**config.mk**
```make
export PLATFORM = sky130hd
export DESIGN_NAME = if_fetch_unit
export DESIGN_NICKNAME = d
export VERILOG_FILES = /design/src/rtl/if_fetch_unit_pkg.sv /design/src/rtl/if_fetch_unit_fetch_fifo.sv /design/src/rtl/if_fetch_unit.sv
export SDC_FILE = /design/constraint.sdc
export NUM_CORES = 1
export LEC_CHECK = 0
export BUFFER_PORTS_ARGS = -buffer_cell sky130_fd_sc_hd__buf_2
export CAP_MARGIN = 10
export CORE_MARGIN = 10
export CORE_UTILIZATION = 56
export DETAILED_ROUTE_END_ITERATION = 10
export PLACE_DENSITY = 0.91
export SETUP_SLACK_MARGIN = 0.1
export SLEW_MARGIN = 0
export SYNTH_ARGS = -nofsm -noshare
export SYNTH_HDL_FRONTEND = slang
export SYNTH_SLANG_ARGS = --single-unit
```
**constraint.sdc**
```tcl
create_clock -name clock -period 5.7 [get_ports clock]
set_input_delay 1.425 -clock clock [delete_from_list [all_inputs] [get_ports clock]]
set_output_delay 1.425 -clock clock [all_outputs]
set_load 0.005 [all_outputs]
```
**src/rtl/if_fetch_unit_pkg.sv**
```systemverilog
// Shared constants, payload type and PC helpers for the instruction-fetch stage.
package if_fetch_unit_pkg;

  localparam int unsigned XLEN             = 32;
  localparam logic [31:0] RESET_PC_DEFAULT = 32'h0000_0000;
  localparam logic [31:0] NOP_INSTR        = 32'h0000_0000;
  localparam logic [31:0] PC_INC           = 32'd4;

  // One buffered fetch result as presented to the IF/ID register.
  typedef struct packed {
    logic [XLEN-1:0] pc;
    logic [XLEN-1:0] instr;
  } fetch_entry_t;

  function automatic logic [31:0] next_pc(input logic [31:0] pc);
    return pc + PC_INC;
  endfunction

  function automatic logic [31:0] align_pc(input logic [31:0] pc);
    return pc & 32'hFFFF_FFFC;
  endfunction

endpackage

```
**src/rtl/if_fetch_unit_fetch_fifo.sv**
```systemverilog
// Parameterised synchronous FIFO with single-cycle flush; DEPTH must be a power of 2.
module if_fetch_unit_fetch_fifo #(
  parameter int unsigned WIDTH = 32,
  parameter int unsigned DEPTH = 2
) (
  input  logic                   clock,
  input  logic                   reset,
  input  logic                   flush_i,
  input  logic                   push_i,
  input  logic                   pop_i,
  input  logic [WIDTH-1:0]       wdata_i,
  output logic [WIDTH-1:0]       rdata_o,
  output logic [$clog2(DEPTH):0] count_o
);

  localparam int unsigned    PTR_W   = $clog2(DEPTH);
  localparam logic [PTR_W:0] FULL    = (PTR_W+1)'(DEPTH);
  localparam logic [PTR_W:0] CNT_ONE = (PTR_W+1)'(1);

  logic [WIDTH-1:0] mem_q [DEPTH];
  logic [PTR_W-1:0] rd_ptr_q, rd_ptr_d;
  logic [PTR_W-1:0] wr_ptr_q, wr_ptr_d;
  logic [PTR_W:0]   count_q, count_d;
  logic             do_push;
  logic             do_pop;

  // Pointer and occupancy update; flush overrides push and pop.
  always_comb begin
    do_push  = push_i && (count_q != FULL) && !flush_i;
    do_pop   = pop_i && (count_q != '0) && !flush_i;
    rd_ptr_d = rd_ptr_q;
    wr_ptr_d = wr_ptr_q;
    count_d  = count_q;
    if (flush_i) begin
      rd_ptr_d = '0;
      wr_ptr_d = '0;
      count_d  = '0;
    end else begin
      if (do_push) wr_ptr_d = wr_ptr_q + PTR_W'(1);
      if (do_pop)  rd_ptr_d = rd_ptr_q + PTR_W'(1);
      case ({do_push, do_pop})
        2'b10:   count_d = count_q + CNT_ONE;
        2'b01:   count_d = count_q - CNT_ONE;
        default: count_d = count_q;
      endcase
    end
  end

  // Control state register.
  always_ff @(posedge clock) begin
    if (!reset) begin
      rd_ptr_q <= '0;
      wr_ptr_q <= '0;
      count_q  <= '0;
    end else begin
      rd_ptr_q <= rd_ptr_d;
      wr_ptr_q <= wr_ptr_d;
      count_q  <= count_d;
    end
  end

  // Storage write; contents need no reset because count gates validity.
  always_ff @(posedge clock) begin
    if (do_push) mem_q[wr_ptr_q] <= wdata_i;
  end

  assign rdata_o = mem_q[rd_ptr_q];
  assign count_o = count_q;

endmodule

```
**src/rtl/if_fetch_unit.sv**
```systemverilog
// Instruction-fetch stage: owns the PC, issues in-order fetches, buffers returns
// and presents {instr, pc+4, pc, valid} to the IF/ID register.
module if_fetch_unit
  import if_fetch_unit_pkg::*;
#(
  parameter logic [31:0] RESET_PC = RESET_PC_DEFAULT,
  parameter int unsigned DEPTH    = 2
) (
  input  logic        clock,
  input  logic        reset,
  output logic        imem_req,
  output logic [31:0] imem_addr,
  input  logic        imem_gnt,
  input  logic        imem_rvalid,
  input  logic [31:0] imem_rdata,
  input  logic        redirect_valid,
  input  logic [31:0] redirect_pc,
  input  logic        id_stall,
  output logic        if_valid,
  output logic [31:0] if_instruction,
  output logic [31:0] if_pc_plus4,
  output logic [31:0] if_pc
);

  localparam int unsigned      CNT_W   = $clog2(DEPTH) + 1;
  localparam logic [CNT_W-1:0] DEPTH_C = CNT_W'(DEPTH);
  localparam logic [CNT_W-1:0] ONE     = CNT_W'(1);

  logic [31:0]      pc_q, pc_d;
  logic [CNT_W-1:0] outstanding_q, outstanding_d;
  logic [CNT_W-1:0] drop_q, drop_d;
  logic             init_q;

  logic [CNT_W-1:0] occupancy;
  logic             if_pop;
  logic             issue;
  logic             resp_drop;
  logic             resp_take;

  logic [31:0]      pcq_head;
  logic [CNT_W-1:0] pcq_count;
  fetch_entry_t     ibuf_wdata;
  fetch_entry_t     ibuf_head;
  logic [CNT_W-1:0] ibuf_count;

  // Issue, response routing and next-state for PC and counters; redirect wins.
  always_comb begin
    pc_d          = pc_q;
    outstanding_d = outstanding_q;
    drop_d        = drop_q;
    occupancy     = outstanding_q + ibuf_count;
    if_pop        = (ibuf_count != '0) && !id_stall;
    // A head pop this cycle frees its slot at the same edge, which keeps
    // one fetch per cycle with a 1-cycle memory.
    imem_req      = init_q && !redirect_valid && ((occupancy - CNT_W'(if_pop)) < DEPTH_C);
    issue         = imem_req && imem_gnt;
    resp_drop     = imem_rvalid && (drop_q != '0);
    resp_take     = imem_rvalid && (drop_q == '0) && !redirect_valid;
    if (redirect_valid) begin
      pc_d          = align_pc(redirect_pc);
      outstanding_d = '0;
      drop_d        = drop_q + outstanding_q - CNT_W'(imem_rvalid);
    end else begin
      if (issue)     pc_d   = next_pc(pc_q);
      if (resp_drop) drop_d = drop_q - ONE;
      outstanding_d = outstanding_q + CNT_W'(issue) - CNT_W'(resp_take);
    end
  end

  // PC and counter registers; init_q holds off requests for one cycle after reset.
  always_ff @(posedge clock) begin
    if (!reset) begin
      pc_q          <= RESET_PC;
      outstanding_q <= '0;
      drop_q        <= '0;
      init_q        <= 1'b0;
    end else begin
      pc_q          <= pc_d;
      outstanding_q <= outstanding_d;
      drop_q        <= drop_d;
      init_q        <= 1'b1;
    end
  end

  // PCs of granted, not yet returned fetches.
  if_fetch_unit_fetch_fifo #(
    .WIDTH (32),
    .DEPTH (DEPTH)
  ) u_pc_queue (
    .clock   (clock),
    .reset   (reset),
    .flush_i (redirect_valid),
    .push_i  (issue),
    .pop_i   (resp_take),
    .wdata_i (pc_q),
    .rdata_o (pcq_head),
    .count_o (pcq_count)
  );

  assign ibuf_wdata = '{pc: pcq_head, instr: imem_rdata};

  // Returned instructions waiting for decode.
  if_fetch_unit_fetch_fifo #(
    .WIDTH ($bits(fetch_entry_t)),
    .DEPTH (DEPTH)
  ) u_instr_buf (
    .clock   (clock),
    .reset   (reset),
    .flush_i (redirect_valid),
    .push_i  (resp_take),
    .pop_i   (if_pop),
    .wdata_i (ibuf_wdata),
    .rdata_o (ibuf_head),
    .count_o (ibuf_count)
  );

  assign imem_addr      = pc_q;
  assign if_valid       = (ibuf_count != '0);
  assign if_instruction = if_valid ? ibuf_head.instr : NOP_INSTR;
  assign if_pc          = if_valid ? ibuf_head.pc : 32'h0;
  assign if_pc_plus4    = if_valid ? next_pc(ibuf_head.pc) : 32'h0;

  // A response with nothing in flight means the memory protocol was broken.
  a_rvalid_expected: assert property (@(posedge clock) disable iff (!reset)
    imem_rvalid |-> ((outstanding_q != '0) || (drop_q != '0)));

  // The PC queue always holds exactly one entry per outstanding fetch.
  a_pcq_tracks: assert property (@(posedge clock) disable iff (!reset)
    outstanding_q == pcq_count);

endmodule

```
==> reports/metrics.csv, run 1 <==
stage,metric,value,unit
status,run status,finished clean,
critical_path,worst setup slack for register-to-register paths,2.54,ns
synthesis,number of distinct library cell variants in the gate-level netlist after synthesis,66,
power,proportion of power drawn by combinational gates,8.1,%
critical_path,critical path class,flip-flop to output port,
layout,share of post-route cells with drive strength above 1,27.6,%
layout,number of nets in the layout,1104,
synthesis,Synth Cell Area,10400,sq um
layout,area occupied by multi-input gates,3690,sq um
detailed_routing,Vias/cell,5.85,
synthesis,Syn Area/Cell,12.4,sq um
floorplanning,floorplan die height,156,um
critical_path,Reg2Reg Capture Point,u_pc_queue.count_o[1],
sta,Peak Freq,206,MHz
floorplanning,die area,24400,sq um
clocking,number of buffers created by CTS,24,
critical_path,kind of launch point of the worst setup path,flip-flop,
layout,FF+latch area,6430,sq um
synthesis,proportion of synthesized chip area in sequential cells,61.9,%
sta,Final Max Tran Viols,0,
critical_path,Critical path destination,if_pc_plus4[31],
detailed_routing,remaining antenna violation count after routing,0,
global_route,number of antenna violations at the first check in global routing,2,
global_route,vias in the first global route,7112,
synthesis,count of warnings emitted by yosys,0,
synthesis,number of flops mapped to enable cells by yosys,184,
place,post-detail-place hpwl,17300,um
detailed_routing,DRC Markers,0,
critical_path,largest fanout on the critical path,65,
layout,area growth from synthesis to layout,18.1,%
run,number of max-cap violations,0,
synthesis,number of standard cells after synthesis,837,
power,PD cells,295,nW/um^2
synthesis,most instantiated flip-flop cell in the synthesis netlist,edfxtp_1,
critical_path,Reg-to-Reg Start,u_instr_buf.count_o[0],
global_route,maximum number of pins on one net before global-route repair,85,
synthesis,number of synthesized register bits,229,
worst_hold_path,worst min path class,flip-flop to flip-flop,
clocking,number of levels in the clock H-tree,1,
synthesis,"FFs w/ async S/R, synth",0,%
detailed_routing,number of optimization iterations in the first detailed-route pass,6,
power,switch share,22.6,%
detailed_routing,count of routing violations after the opening detailed-route iteration,542,
global_route,first-pass GRT wire length,37500,um
sta,relative slew slack,37.4,%
clocking,clock-pin slew on the worst setup and hold paths,0.06,ns
detailed_routing,routed length per placed instance,19.1,um
clocking,number of buffers on the longest clock path,3,
floorplanning,number of rows in the core area,49,
power,switching pwr,0.820,mW
power,clock network fraction of design power,38.8,%
global_route,overall global routing resource usage,18.8,%
layout,final cell count without fillers,1271,
sta,Final Hold Violating Endpoints,0,
critical_path,crit path capture type,output port,
detailed_routing,via total after detailed routing,7436,
critical_path,count of cells along the worst register-to-register path,11,
sta,Hold Worst Slack,0.492,ns
floorplanning,placeable core area,18100,sq um
clocking,quantity of gates resized following cts,0,
layout,Layout Utilization,67.8,%
sta,Least-Margin Pin Slew,0.929,ns
place,DP Cell Count,1227,
power,internal power of the cells,2.80,mW
layout,FILL cells,1239,
power,power consumption,3.62,mW
floorplanning,effective utilization at floorplan,57.4,%
power,sequential share of power,53.1,%
clocking,clock latency on the worst-skew pair,0.50,ns
sta,ratio of final minimum period to clock period,85.0,%
place,Routability Congestion,0.888,
clocking,master cell of the clock root buffer,clkbuf_16,
sta,setup repair after global routing missed its margin,false,
sta,total negative slack for setup checks,0,ns
floorplanning,# IOs,200,
critical_path,required time reported for the critical path endpoint,4.28,ns
power,maximum ir drop on the vdd rail,201,uV
clocking,CTS tree,built,
critical_path,data arrival at the endpoint of the critical path,3.42,ns
floorplanning,die extent in x,156,um
detailed_routing,detailed-route wire length,24300,um
sta,final setup violating endpoints,0,
global_route,GRT overflow,0,
clocking,clk sinks,229,
sta,minimum clock period after layout,4.84,ns
clocking,cts-stage hold buffer count,0,
clocking,buffer count from post-CTS setup fixing,0,
sta,Layout Skew,0.00994,ns
place,count of input and output buffers,191,
power,leakage power,4.45,nW
[power by group through the flow]
stage | Clock, mW | Combinational [mW] | Sequential [mW]
finish | 1.41 | 0.292 | 1.93
global route | 1.50 | 0.325 | 1.93
CTS | 1.43 | 0.294 | 1.92
detailed placement | 0 | 0.292 | 1.96
global placement | 0 | 0.281 | 1.95
floorplan | 0 | 0.181 | 1.95
[synthesized netlist by cell type, types with 20 or more instances]
cell,instances,share of area [%]
a21oi_1,21,1.0
o21ai_0,26,1.3
edfxtp_1,184,53
dfxtp_1,45,8.7
nor2_1,102,3.7
xnor2_1,32,2.7
nand2_1,53,1.9
mux2_2,36,3.9
nand3_1,26,1.3
mux2i_1,58,5.6
clkbuf_1,25,0.90
inv_1,20,0.72
[worst min path at each step]
stage          depth (start not counted)                 endpoint  slack (ns)                   from
4_1_cts                                0  u_pc_queue.mem_q[1][30]        0.50          imem_addr[30]
5_1_grt                                0  u_pc_queue.mem_q[1][30]        0.51          imem_addr[30]
3_5_place_dp                           0  u_pc_queue.mem_q[1][30]        0.48          imem_addr[30]
3_3_place_gp                           0  u_pc_queue.mem_q[0][30]        0.47          imem_addr[30]
2_1_floorplan                          2    u_pc_queue.count_o[1]        0.47  u_pc_queue.count_o[1]
6_report                               0  u_pc_queue.mem_q[1][30]        0.49          imem_addr[30]
[worst max-delay path, stage by stage, from the launching register on]
cell     delay, ns
dfxtp_4       0.91
nand3_1       0.22
a22oi_2       0.57
nand3_2       0.30
or4_1         0.59
and3_1        0.18
buf_2         0.14
[stage by stage]
step	cell area, sq um	worst slack [ns]
after floorplan	10400	0.681
after global placement	11500	1.32
after detailed placement	11500	1.27
after CTS	12300	0.847
after global routing	12300	0.569
final	12300	0.857
[metal layers]
layer	vias up	track usage, %	share of wire, %
met4	2	4.81	2.0
li1	3507	-	-
met1	3483	25.1	43
met5	-	0	0.054
met2	400	30.1	45
met3	44	4.91	9.5
[area by class of cell]
type	instances	area share, %
Multi-Input combinational cell	545	30.1
Sequential cell	229	52.4
Antenna cell	1	0.0204
Clock buffer	30	5.33
Inverter	22	0.693
Clock inverter	13	0.540
Timing Repair Buffer	202	8.57
Tap cell	229	2.34
[cells in the final DEF, fill, tap and decap left out, types with 9 or more instances in the layout]
cell type	count
edfxtp_1	184
nor3_1	14
mux2i_1	58
a31oi_1	13
nand2_1	53
ha_1	10
buf_4	10
clkbuf_16	25
nand3_1	26
xor2_1	9
nor2_1	98
inv_1	20
a21oi_1	21
and3_1	10
nor4_1	12
buf_2	191
mux2_2	36
dfxtp_1	44
o21ai_0	26
nand4_1	18
xnor2_1	32
[sequential cells by signal (all words and copies together) (netlist names), named ones only]
register / flops
init_q: 1
u_instr_buf.count_o: 2
u_instr_buf.rd_ptr_q: 1
drop_q: 2
u_pc_queue.mem_q: 60
u_pc_queue.count_o: 2
u_instr_buf.mem_q: 124
imem_addr: 30
u_pc_queue.rd_ptr_q: 1
u_instr_buf.wr_ptr_q: 1
u_pc_queue.wr_ptr_q: 1
outstanding_q: 2
[logic make-up after synthesis]
group / after synthesis / synth area share (%)
xor+xnor: 42 / 3.67
buf+inv: 68 / 2.99
other cells: 1 / 0.0361
compound gates: 111 / 7.26
flops: 229 / 61.9
fa+ha+maj: 10 / 1.20
mux: 94 / 9.49
simple gates: 282 / 13.5
Note: power is estimated with default switching activity, not from simulation.
==> run 2, diff against run 1 <==
CORE_UTILIZATION = 50   (was 56)
PLACE_DENSITY = 0.86   (was 0.91)
clock period = 3.92 ns   (was 5.7 ns; I/O delays follow)
==> run 2 against run 1 <==
  * Register-to-register slack worse by 1.7 ns
  * Highest routed layer is now met4
  * Critical path type unchanged
  * Clock skew up 0.0054 ns
  * Sequential power grew 45%
  * Via count grew 0.11%
  * Non-clock buffer count grew 14
  * Critical path depth increased by 2
  * First-iteration DRC count rose by 5.0%
  * Power increased by 50%
==> reports/metrics.csv, run 2 (synthesis results as in run 1) <==
stage,metric,value,unit,change
detailed_routing,number of optimization iterations in the first detailed-route pass,5,,-1
critical_path,Slowest Stage Delay on Critical Path,0.41,ns,-0.50 ns
run,number of max-cap violations,0,,unchanged
layout,top register by number of flip-flops,u_instr_buf.mem_q,,
detailed_routing,via total after detailed routing,7444,,+0.11%
clocking,clock-pin slew on the worst setup and hold paths,0.07,ns,about the same
global_route,overall global routing resource usage,17.3,%,-1.5 points
layout,area growth from synthesis to layout,21.1,%,
place,DP Cell Count,1274,,+3.8%
sta,Layout Skew,0.0153,ns,+0.00541 ns
worst_hold_path,worst min path class,flip-flop to flip-flop,,
critical_path,Reg-to-Reg Start,u_instr_buf.count_o[0],,
detailed_routing,remaining antenna violation count after routing,0,,unchanged
sta,minimum clock period after layout,3.71,ns,
clocking,cts-stage hold buffer count,0,,unchanged
critical_path,cell with the biggest individual delay on the critical path,dfxtp_4,,
layout,"commonest non-fill, non-tap cell in the layout",buf_2,,
clocking,CTS tree,built,,
critical_path,Reg2Reg Capture Point,outstanding_q[1],,
clocking,number of buffers created by CTS,24,,unchanged
critical_path,critical path class,flip-flop to output port,,
place,count of input and output buffers,191,,unchanged
critical_path,largest fanout on the critical path,12,,-82%
floorplanning,placeable core area,20400,sq um,+13%
clocking,number of buffers on the longest clock path,3,,unchanged
sta,relative slew slack,37.4,%,about the same
layout,share of post-route cells with drive strength above 1,29.2,%,+1.6 points
detailed_routing,Vias/cell,5.61,,-4.0%
place,Area after DPL,11700,sq um,+1.1%
place,post-detail-place hpwl,17400,um,+0.86%
status,run status,finished clean,,
worst_hold_path,endpoint with the worst hold slack,u_pc_queue.mem_q[1][30],,
floorplanning,die extent in x,164,um,+5.1%
floorplanning,number of rows in the core area,52,,+6.1%
place,Routability Congestion,0.870,,-2.0%
sta,Final Hold Violating Endpoints,0,,unchanged
sta,setup repair after global routing missed its margin,true,,
layout,"leading cell types in the layout, fill and taps excluded","buf_2, edfxtp_1, nor2_1",,
detailed_routing,count of routing violations after the opening detailed-route iteration,569,,+5.0%
clocking,number of levels in the clock H-tree,1,,unchanged
critical_path,crit path buf inv count,3,,+2
clocking,clock latency on the worst-skew pair,0.51,ns,about the same
sta,ratio of final minimum period to clock period,94.5,%,
sta,final setup violating endpoints,0,,unchanged
layout,number of flip-flops under the largest register name,124,,unchanged
layout,final cell count without fillers,1326,,+4.3%
power,PD cells,432,nW/um^2,+46%
critical_path,worst setup slack for register-to-register paths,0.83,ns,-1.71 ns
clocking,clk sinks,229,,unchanged
worst_hold_path,Hold Crit Start,imem_addr[30],,
sta,Final Max Tran Viols,0,,unchanged
critical_path,"critical path, cell by cell",mux2_2 -> ha_1 -> inv_1 -> a211oi_2 -> buf_4 -> nand4_1 -> o31ai_2 -> buf_2,,
power,leakage power,4.58,nW,+2.9%
layout,post-route cell area,12600,sq um,+2.5%
worst_hold_path,cell depth of the worst min-delay path,0,,unchanged
critical_path,required time reported for the critical path endpoint,2.94,ns,-1.34 ns
sta,total negative slack for setup checks,0,ns,unchanged
detailed_routing,routed length per placed instance,18.7,um,-1.8%
critical_path,crit path capture type,output port,,
global_route,vias in the first global route,7269,,+2.2%
detailed_routing,DRC Markers,0,,unchanged
critical_path,kind of launch point of the worst setup path,flip-flop,,
place,Setup Slack @ Placement,0.283,ns,-0.991 ns
sta,final worst setup slack,0.214,ns,-0.643 ns
global_route,first-pass GRT wire length,38000,um,+1.2%
floorplanning,die area,26900,sq um,+10%
layout,number of nets in the layout,1118,,+1.3%
critical_path,count of cells along the worst register-to-register path,14,,+3
critical_path,data arrival at the endpoint of the critical path,2.73,ns,-0.69 ns
sta,Peak Freq,270,MHz,
global_route,maximum number of pins on one net before global-route repair,85,,unchanged
floorplanning,# IOs,200,,unchanged
global_route,number of antenna violations at the first check in global routing,1,,-1
floorplanning,floorplan die height,164,um,+5.1%
floorplanning,effective utilization at floorplan,51.0,%,-6.4 points
global_route,GRT overflow,0,,unchanged
sta,Least-Margin Pin Slew,0.929,ns,-0.000141 ns
power,maximum ir drop on the vdd rail,307,uV,+53%
sta,Hold Worst Slack,0.526,ns,+0.0334 ns
detailed_routing,detailed-route wire length,24800,um,+2.5%
critical_path,"CP delay by family, top",compound AO/OA/AOI/OAI gates,,
clocking,master cell of the clock root buffer,clkbuf_16,,
==> run 2: cell count changes in the layout (fill, tap and decap cells not counted), sizes merged <==
cell / previous run / this run
buf: 202 / 215
bufinv: 0 / 2
clkbuf: 30 / 33
clkinv: 12 / 9
clkinvlp: 2 / 1
==> run 2: report_power, final <==
part	total [mW]	internal (mW)	switching, mW
Sequential	2.80	2.73	0.0721
Clock	2.19	1.32	0.876
Combinational	0.437	0.181	0.256
==> run 2: worst max path at each step <==
stage                                          to  depth (start not counted)            from  slack (ns)
after global routing              if_pc_plus4[12]                          9       flip-flop        0.06
final                             if_pc_plus4[22]                          8       flip-flop        0.21
after detailed placement         outstanding_q[1]                         14        id_stall        0.28
after global placement           outstanding_q[1]                         14        id_stall        0.32
after floorplan           u_instr_buf.mem_q[0][0]                          4  redirect_valid       -0.65
after CTS                         if_pc_plus4[31]                          7       flip-flop        0.05
==> run 2: metal layers <==
layer  part of all wire [%]  track usage [%]
met4                    1.9             4.47
met1                     43             23.1
met3                    9.4             4.16
met5                      0                0
met2                     46             27.7
==> run 2: timing repair <==
item / in CTS / in global routing
setup endpoints to repair: 8 / 13
resized for setup: 1 / 10
gates cloned: 0 / 1
hold endpoints to repair: 0 / 0
pin swaps: 1 / 2
buffers inserted: 2 / 5
==> run 2: final cells by class <==
class / instances / area, sq um
clock inverters: 11 / 108
inverters: 22 / 85.1
multi-input cells: 545 / 3740
fillers: 1556 / 7790
well taps: 270 / 338
flip-flops and latches: 229 / 6430
repair buffers: 216 / 1210
diodes: 1 / 2.50
clock buffers: 32 / 662
==> run 2: worst reg2reg max path, stage by stage (launching register included) <==
cell     delay (ns)
dfxtp_1        0.45
nor2_4         0.07
nor2_1         0.18
ha_1           0.28
nor2b_2        0.14
xnor3_1        0.46
buf_4          0.23
nor2_8         0.20
inv_4          0.11
ha_1           0.28
inv_1          0.06
ha_1           0.15
xor2_1         0.18
xnor2_1        0.13
nor2_1         0.05
==> run 2: through the flow <==
step | power [mW] | util, %
floorplan | 3.09 | -
CTS | 5.45 | 61.2
finish | 5.43 | 61.8
detailed placement | 3.28 | 57.3
global route | 5.61 | 61.7
global placement | 3.25 | 57.3
